### src/rtl/snn_pkg.sv
// Shared types and defaults for the spiking-network input path.
package snn_pkg;

  localparam int unsigned DEFAULT_SR_DEPTH   = 16384;
  localparam int unsigned DEFAULT_TIME_WIDTH = 16;
  localparam int unsigned DEFAULT_IDX_WIDTH  = $clog2(DEFAULT_SR_DEPTH);

  // Buffered input spike: synapse-row index plus the timestep it is due.
  // The FIFO word is laid out the same way (index in the upper bits).
  typedef struct packed {
    logic [DEFAULT_IDX_WIDTH-1:0]  index;
    logic [DEFAULT_TIME_WIDTH-1:0] timestamp;
  } spike_event_t;

  // Transmit-side handshake states toward the network processor.
  typedef enum logic [1:0] {
    ST_IDLE = 2'd0,
    ST_SEND = 2'd1,
    ST_GAP  = 2'd2
  } spike_tx_state_e;

endpackage

### src/rtl/spike_input_scheduler_event_fifo.sv
// event_fifo: synchronous FIFO with occupancy count, async active-low reset.
// DEPTH must be a power of two so pointers wrap naturally.
module event_fifo #(
  parameter int unsigned DATA_W = 30,
  parameter int unsigned DEPTH  = 16,
  localparam int unsigned PTR_W = $clog2(DEPTH),
  localparam int unsigned CNT_W = $clog2(DEPTH) + 1
) (
  input  logic              clk,
  input  logic              reset,
  input  logic              push,
  input  logic              pop,
  input  logic [DATA_W-1:0] wdata,
  output logic [DATA_W-1:0] rdata,
  output logic [CNT_W-1:0]  count,
  output logic              full,
  output logic              empty
);

  logic [DATA_W-1:0] mem [DEPTH];
  logic [PTR_W-1:0]  wr_ptr;
  logic [PTR_W-1:0]  rd_ptr;
  logic              do_push;
  logic              do_pop;

  assign full    = (count == CNT_W'(DEPTH));
  assign empty   = (count == '0);
  assign do_push = push && !full;
  assign do_pop  = pop && !empty;
  assign rdata   = mem[rd_ptr];

  // Storage array; contents need no reset since count gates visibility.
  always_ff @(posedge clk) begin
    if (do_push) mem[wr_ptr] <= wdata;
  end

  // Pointer and occupancy bookkeeping; push+pop together leaves count as is.
  always_ff @(posedge clk or negedge reset) begin
    if (!reset) begin
      wr_ptr <= '0;
      rd_ptr <= '0;
      count  <= '0;
    end else begin
      if (do_push) wr_ptr <= wr_ptr + PTR_W'(1);
      if (do_pop)  rd_ptr <= rd_ptr + PTR_W'(1);
      case ({do_push, do_pop})
        2'b10:   count <= count + CNT_W'(1);
        2'b01:   count <= count - CNT_W'(1);
        default: count <= count;
      endcase
    end
  end

endmodule

### src/rtl/spike_input_scheduler.sv
// spike_input_scheduler: buffers timestamped host spikes and presents each to
// the network processor once network time reaches its timestamp, holding
// input_occurred until input_ack. Optional macro SPIKE_DROP_COUNT_EN adds a
// saturating drop_count of rejected host pushes.
module spike_input_scheduler
  import snn_pkg::*;
#(
  parameter int unsigned SR_DEPTH   = DEFAULT_SR_DEPTH,
  parameter int unsigned FIFO_DEPTH = 16,
  parameter int unsigned TIME_WIDTH = DEFAULT_TIME_WIDTH,
  localparam int unsigned IDX_W     = $clog2(SR_DEPTH),
  localparam int unsigned CNT_W     = $clog2(FIFO_DEPTH) + 1
) (
  input  logic                  clk,
  input  logic                  reset,
  input  logic                  in_valid,
  output logic                  in_ready,
  input  logic [IDX_W-1:0]      in_index,
  input  logic [TIME_WIDTH-1:0] in_time,
  input  logic                  tick,
  output logic                  input_occurred,
  output logic [IDX_W-1:0]      input_index,
  input  logic                  input_ack,
  output logic [TIME_WIDTH-1:0] time_now,
  output logic [CNT_W-1:0]      fifo_count
`ifdef SPIKE_DROP_COUNT_EN
  ,
  output logic [15:0]           drop_count
`endif
);

  localparam int unsigned WORD_W = IDX_W + TIME_WIDTH;

  spike_tx_state_e        state;
  spike_tx_state_e        state_next;
  logic                   push;
  logic                   pop;
  logic                   fifo_full;
  logic                   fifo_empty;
  logic [WORD_W-1:0]      head_word;
  logic [IDX_W-1:0]       head_index;
  logic [TIME_WIDTH-1:0]  head_time;
  logic [TIME_WIDTH-1:0]  time_diff;
  logic                   head_due;

  // fifo_full is decoded purely from the occupancy count, so in_ready has no
  // path from in_valid.
  assign in_ready = !fifo_full;
  assign push     = in_valid && in_ready;

  event_fifo #(
    .DATA_W (WORD_W),
    .DEPTH  (FIFO_DEPTH)
  ) u_fifo (
    .clk   (clk),
    .reset (reset),
    .push  (push),
    .pop   (pop),
    .wdata ({in_index, in_time}),
    .rdata (head_word),
    .count (fifo_count),
    .full  (fifo_full),
    .empty (fifo_empty)
  );

  assign head_index = head_word[WORD_W-1:TIME_WIDTH];
  assign head_time  = head_word[TIME_WIDTH-1:0];

  // Modular distance to the head timestamp: zero means now, MSB set means the
  // timestamp is in the past (within half the time range), so both dispatch.
  assign time_diff = head_time - time_now;
  assign head_due  = (time_diff == '0) || time_diff[TIME_WIDTH-1];

  // Network time counter, wrapping at 2^TIME_WIDTH.
  always_ff @(posedge clk or negedge reset) begin
    if (!reset)    time_now <= '0;
    else if (tick) time_now <= time_now + TIME_WIDTH'(1);
  end

  // Handshake state register.
  always_ff @(posedge clk or negedge reset) begin
    if (!reset) state <= ST_IDLE;
    else        state <= state_next;
  end

  // Next-state, FIFO pop and request output for the handshake.
  always_comb begin
    state_next     = state;
    pop            = 1'b0;
    input_occurred = 1'b0;
    case (state)
      ST_IDLE: begin
        if (!fifo_empty && head_due) begin
          pop        = 1'b1;
          state_next = ST_SEND;
        end
      end
      ST_SEND: begin
        input_occurred = 1'b1;
        if (input_ack) state_next = ST_GAP;
      end
      ST_GAP:  state_next = ST_IDLE;
      default: state_next = ST_IDLE;
    endcase
  end

  // Capture the head index as it is popped; held stable through SEND.
  always_ff @(posedge clk or negedge reset) begin
    if (!reset)   input_index <= '0;
    else if (pop) input_index <= head_index;
  end

`ifdef SPIKE_DROP_COUNT_EN
  // Saturating count of cycles where the host offered an event to a full FIFO.
  always_ff @(posedge clk or negedge reset) begin
    if (!reset) drop_count <= '0;
    else if (in_valid && !in_ready && (drop_count != '1))
      drop_count <= drop_count + 16'd1;
  end
`endif

endmodule
### config.mk
export PLATFORM = sky130hd
export DESIGN_NAME = spike_input_scheduler
export DESIGN_NICKNAME = d
export VERILOG_FILES = /design/src/rtl/snn_pkg.sv /design/src/rtl/spike_input_scheduler_event_fifo.sv /design/src/rtl/spike_input_scheduler.sv
export SDC_FILE = /design/constraint.sdc
export NUM_CORES = 1
export LEC_CHECK = 0
export CORE_MARGIN = 2
export CORE_UTILIZATION = 35
export DETAILED_ROUTE_END_ITERATION = 7
export HOLD_SLACK_MARGIN = 0.03
export PLACE_DENSITY = 0.55
export SLEW_MARGIN = 0
export SYNTH_ARGS = -nofsm -noshare
export SYNTH_HDL_FRONTEND = slang
export SYNTH_SLANG_ARGS = --single-unit
### constraint.sdc
create_clock -name clk -period 16.25 [get_ports clk]
set_input_delay 3.25 -clock clk [delete_from_list [all_inputs] [get_ports clk]]
set_output_delay 3.25 -clock clk [all_outputs]
set_load 0.02 [all_outputs]
* Word level (Yosys, flattened, before mapping)
Memory sizes are Yosys's and may differ from the RTL's.
Cells that the tools add are included.
** Storage, ports and cells
- Register bits :: 45
- Memory bits (writable) :: 480
- Bits of input ports :: 35
- Output and inout port bits :: 37
- Memories kept :: 1
** Memories
- u_fifo.mem :: words 16, bits a word 30, rd ports 1, clocked after Yosys merged registers in 0, write ports 1, RTL line spike_input_scheduler_event_fifo.sv:20 : logic [DATA_W-1:0] mem [DEPTH];
** Operators by class
- Add/subtract/negate cells :: 6
- Equality and inequality tests :: 6
- Mux-type cells :: 9
- Reduce and logical (&&, ||, !) cells :: 12
** Operator list (count)
- 16-bit by 1-bit adder with 16-bit output, second input constant :: 1
- 16-bit zero test :: 1
- 16-bit subtractor :: 1
- 5-bit case mux with 2 select lines :: 1
- 4-bit by 1-bit adder with 4-bit output, second input constant :: 2
- 5-bit by 1-bit adder with 5-bit output, second input constant :: 1
- 5-bit == test, second input constant :: 1
- 5-bit zero test :: 1
- 1-bit 2-to-1 mux :: 5
- 5-bit by 1-bit subtractor with 5-bit output, second input constant :: 1
- 2-bit by 1-bit == test with 1-bit output, second input constant :: 2
- 1-bit logical AND :: 4
- 2-bit 2-to-1 mux :: 2
- 2-bit != test, second input constant :: 2
- 2-bit case mux with 2 select lines :: 1
- 2-bit == test, second input constant :: 1
- 1-bit zero test :: 2
- 2-bit zero test :: 1
- 2-bit AND reduction :: 1
- 2-bit nonzero test :: 1
- 1-bit logical OR :: 1

* Longest topological paths before layout
An unclocked memory read counts as a cell.
- Word-level depth :: 10
- Mapped depth :: 25
- Mapped depth without buffers :: 21

* Modules after synthesis
Synthesis repeated with hierarchy kept, for this count alone.
** Second synthesis, totals
- Cell total of the unflattened synthesis :: 1193
- Area, all modules :: 21615.7 um^2
** By module, submodules not included
- event_fifo :: times used 1, cells each 955, area each 19329.8 um^2, seq. area each 14739.1 um^2
- spike_input_scheduler :: times used 1, cells each 238, area each 2285.9 um^2, seq. area each 800.8 um^2

* Worst setup path before layout
Ideal clock, no wire load.
- Kind :: input -> register
- Start :: input in_valid
- End :: memory u_fifo.mem[3][0] (enable)
- Setup time :: 0.454 ns
- Data arrival time :: 5.865 ns
- Required time :: 15.796 ns
- Path slack :: 9.931 ns
- Stages :: 4
- Path through :: and2_1 clkbuf_1 nand2_1 nor3_1
** Between the ends
- Word-level cells in the longest chain between the ends :: 4
** Ends and longest elaborated chain
- from (decl) :: RTL line spike_input_scheduler.sv:16 : input logic in_valid,
- 1-bit logical AND :: RTL line spike_input_scheduler.sv:49 : assign push = in_valid && in_ready;
- 1-bit logical AND :: RTL line spike_input_scheduler_event_fifo.sv:28 : assign do_push = push && !full;
- 1-bit 2-to-1 mux :: RTL line spike_input_scheduler_event_fifo.sv:34 : if (do_push) mem[wr_ptr] <= wdata;
- 1-bit 2-to-1 mux (implied by the code) :: RTL line spike_input_scheduler_event_fifo.sv:34
- to (decl) :: RTL line spike_input_scheduler_event_fifo.sv:20
No other way between the ends.

* Worst setup path after layout
- Start :: register u_fifo.rd_ptr[0]
- End :: register u_fifo.count[4]
** Between the ends
- Word-level cells in the longest chain between the ends :: 10
- Elaborated cells on any way between the ends :: 12
- Classes of those cells :: add/sub (1); eq/ne (2); mux (3); reduce/logical (5); memory (1)
** Ends and longest elaborated chain
- from (decl) :: RTL line spike_input_scheduler_event_fifo.sv:22 : logic [PTR_W-1:0] rd_ptr;
- from (signal assigned) :: RTL line spike_input_scheduler_event_fifo.sv:45 : if (do_pop) rd_ptr <= rd_ptr + PTR_W'(1);
- memory read 16 x 30 bit *
- 16-bit subtractor * :: RTL line spike_input_scheduler.sv:71 : assign time_diff = head_time - time_now;
- 16-bit zero test :: RTL line spike_input_scheduler.sv:72 : assign head_due = (time_diff == '0) || time_diff[TIME_WIDTH-1];
- 1-bit logical OR * :: RTL line spike_input_scheduler.sv:72
- 1-bit logical AND * :: RTL line spike_input_scheduler.sv:93 : if (!fifo_empty && head_due) begin
- 1-bit 2-to-1 mux * :: RTL line spike_input_scheduler.sv:93
- 1-bit 2-to-1 mux * :: RTL line spike_input_scheduler.sv:91 : case (state)
- 1-bit logical AND * :: RTL line spike_input_scheduler_event_fifo.sv:29 : assign do_pop = pop && !empty;
- 2-bit by 1-bit == test with 1-bit output / 2-bit == test (equally long branches) :: RTL line spike_input_scheduler_event_fifo.sv:46 : case ({do_push, do_pop})
- 5-bit case mux with 2 select lines / 2-bit nonzero test (equally long branches)
- to (signal assigned) :: RTL line spike_input_scheduler_event_fifo.sv:47 : 2'b10: count <= count + CNT_W'(1);
- to (signal assigned) :: RTL line spike_input_scheduler_event_fifo.sv:48 : 2'b01: count <= count - CNT_W'(1);
- to (signal assigned) :: RTL line spike_input_scheduler_event_fifo.sv:49 : default: count <= count;
- to (decl) :: RTL line spike_input_scheduler_event_fifo.sv:15 : output logic [CNT_W-1:0] count,
Mark *: on every way between the ends. The rest lies on a longest branch, timed or not.
A chain may end at the register's enable or synchronous reset.

==> impl_results.md <==
* CP max FO at 44
* Hold_buf cts at 0
* CTS tree: yes
* Status: complete, no violations
* #FFs+latches synth at 525
* Final setup TNS at 0 ns
* Synth Instances at 994
* Grt ovf at 0
* Die Y at 249 µm
* Placed instance area at 22800 µm²
* Crit path required time at 16.72 ns
* Detailed Place HPWL at 25800 µm
* Bufs on Longest Clock Path at 3
* R2R cell count at 23
* Gpl congestion at 0.807
* Die area at 62100 µm²
* Crit path capture: u_fifo.count[4]
* Rows at 89
* Final Skew at 0.0197 ns
* Die W at 249 µm
* Vias per inst at 5.16
* Max IR drop VDD at 0.0000920 V
* Starting density of the core at 35.5%
* Clock root cell: clkbuf_16
* All-Layer GR Usage at 15.4%
* # IOs at 72
* CORE AREA at 59200 µm²
* Routed via count at 9884
* Final hold violations at 0
* Fraction of layout cells with a size suffix above 1 at 24.9%
* Initial antenna violation count at 2
* Final core utilization at 41.3%
* CP Launch Type: flop
* Synthesized area at 21100 µm²
* Post-layout nets at 1163
* Slew margin rel. at 28.6%
* WP data arrival at 7.95 ns
* Max-slew violation total from the final report at 0
* Synth cell types at 54
* Cell area after layout at 24500 µm²
* Synth top area share at 68.5%
* Critical Path Sink Type: flop
* Unrepaired setup endpoints after global routing: no
* Post-CTS resize count at 0
* Worst r2r src: u_fifo.rd_ptr[0]
* ANT nets after route at 0
* Post-synth top area cell: edfxtp_1
* Area Growth Syn to Fin at 16.3%
* Worst R2R Setup Slack at 8.77 ns
* Post-synth EDFFs at 480
* Power, Total at 4660 µW
* Slew @ Worst Pin at 1.07 ns
* Worst-path clk slew at 0.06 ns
* CTS H-tree depth at 2
* Fillers at 5213
* R2R Path End: u_fifo.count[4]
* Critical setup path kind: reg -> reg
* FMAX at 0.134 GHz
* Main synth FF type: edfxtp_1
* Worst hold path class: reg -> reg
* Post-synthesis sequential area ratio at 73.8%
* Lkg Pwr at 0.00793 µW
* Sink Count at 525
* Pwr dens at 191 nW/µm²
* Net Count, Synth at 1056
* Largest net degree at the start of global routing at 60
* Crit path from: u_fifo.rd_ptr[0]
* Setup Viol. Count Final at 0
* Num CTS Buffers at 53
* Max cap viols at 0
* Post-CTS Setup Bufs at 0
* Global-route wire length before repair at 70400 µm
* Syn_area_per_cell at 21.2 µm²
* Crit share post-route at 46.0%
* Skew-Pair Late Insertion Delay at 0.59 ns
* Drt first pass iters at 4
* Async SR Flop Fraction at 8.57%
* Drt wl/cell at 24.5 µm
* DRC at 0
* Vias in the first global route at 10487
* Antenna Cells at 0
* Initial detailed-routing violation count at 940
* Total Wirelength at 47000 µm
* Ys Warns at 0
* Min cycle time layout at 7.48 ns
* Area contributors post-synth: edfxtp_1, mux4_2, dfrtp_1
* I/O Buffers at 71
-- synthesized netlist by cell type (all sizes together) (2+ instances only) --
| master | instances |
|---|---|
| and2 | 4 |
| dfrtp | 45 |
| nor2 | 31 |
| nand4 | 4 |
| a21oi | 16 |
| nor3 | 10 |
| and3 | 6 |
| ha | 25 |
| mux2i | 2 |
| nor4 | 3 |
| edfxtp | 480 |
| mux2 | 15 |
| xnor2 | 24 |
| inv | 27 |
| a221oi | 2 |
| buf | 30 |
| and4 | 2 |
| mux4 | 150 |
| o211a | 3 |
| a211oi | 5 |
| nand2 | 23 |
| clkbuf | 13 |
| a21boi | 2 |
| fa | 2 |
| o21ai | 17 |
| o2111ai | 2 |
| nand2b | 7 |
| xor2 | 7 |
| a21o | 10 |
| nand3 | 7 |
| nor2b | 3 |
-- flip-flops by register name, summed over array words and instances (netlist names) --
register / flops
u_fifo.count: 5
u_fifo.mem: 480
input_index: 14
u_fifo.wr_ptr: 4
time_now: 16
state: 2
u_fifo.rd_ptr: 4
-- power by group --
group | total [µW] | switching (µW) | leakage [µW] | internal (µW)
Sequential | 1790 | 139 | 0.00487 | 1650
Combinational | 1700 | 871 | 0.00226 | 826
Clock | 1170 | 501 | 0.000805 | 672
Total | 4660 | 1510 | 0.00793 | 3150
-- cells in the final DEF, fill, tap and decap left out, drive strengths merged, types with 15 or more instances in the layout --
master	count
clkbuf	68
ha	25
inv	29
xnor2	24
mux4	150
nand2	23
a21oi	16
o21ai	17
clkdlybuf4s50	70
clkinv	22
nor2	31
buf	25
mux2	15
dfrtp	45
edfxtp	480
-- area by class of cell --
type | count | area, µm² | share of cell area, %
clock inverter | 30 | 254 | 1.04
tap | 773 | 967 | 3.95
timing repair buffer | 95 | 886 | 3.62
sequential | 525 | 15600 | 63.5
clock buffer | 68 | 1400 | 5.73
inverter | 27 | 101 | 0.414
multi-input combinational | 399 | 5310 | 21.7
-- worst max-delay path: stages, from the launching register on --
cell       delay (ns)
dfrtp_4          0.92
buf_4            0.77
buf_4            0.85
mux4_2           0.59
mux4_2           0.53
inv_1            0.09
fa_1             0.21
nor2b_1          0.06
o2111ai_1        0.35
a21boi_1         0.11
o41ai_1          0.41
mux2i_1          0.14
and4bb_2         0.35
a22o_2           0.14
buf_4            0.38
ha_1             0.30
inv_1            0.11
fa_1             0.40
inv_1            0.07
a21o_1           0.10
a21oi_1          0.07
xnor2_1          0.13
nor2_1           0.06
xnor2_1          0.12
-- worst min-delay path by stage --
| stage | depth (start not counted) | startpoint | end |
|---|---|---|---|
| finish | 1 | time_now[8] | time_now[8] |
| global route | 1 | time_now[8] | time_now[8] |
| CTS | 1 | time_now[8] | time_now[8] |
| detailed placement | 1 | time_now[8] | time_now[8] |
| global placement | 1 | time_now[8] | time_now[8] |
| floorplan | 2 | u_fifo.wr_ptr[1] | u_fifo.wr_ptr[3] |
-- per-stage QoR --
stage / hold slack (ns) / instances / worst slack (ns)
after floorplan: 0.573 / 994 / 9.93
after global placement: 0.493 / 1819 / 8.60
after detailed placement: 0.493 / 1819 / 8.55
after CTS: 0.501 / 1917 / 8.54
after global routing: 0.511 / 1917 / 8.05
final: 0.495 / 1917 / 8.77
-- kinds of logic after synthesis --
family,after synthesis,share of synthesized area [%]
fa+ha+maj,27,1.68
buf+inv,70,1.47
mux,167,17.1
simple gates,103,2.38
compound gates,71,2.29
flops,525,73.8
xor+xnor,31,1.29
-- metal layers --
metal | track usage (%) | routed length, µm | share of wire (%)
met1 | 20.9 | 20900 | 44
met2 | 25.3 | 23000 | 49
met3 | 2.57 | 2020 | 4.3
met4 | 4.87 | 1140 | 2.4
met5 | 0 | 22 | 0.047
No activity file was read; power rests on OpenSTA's default activity.
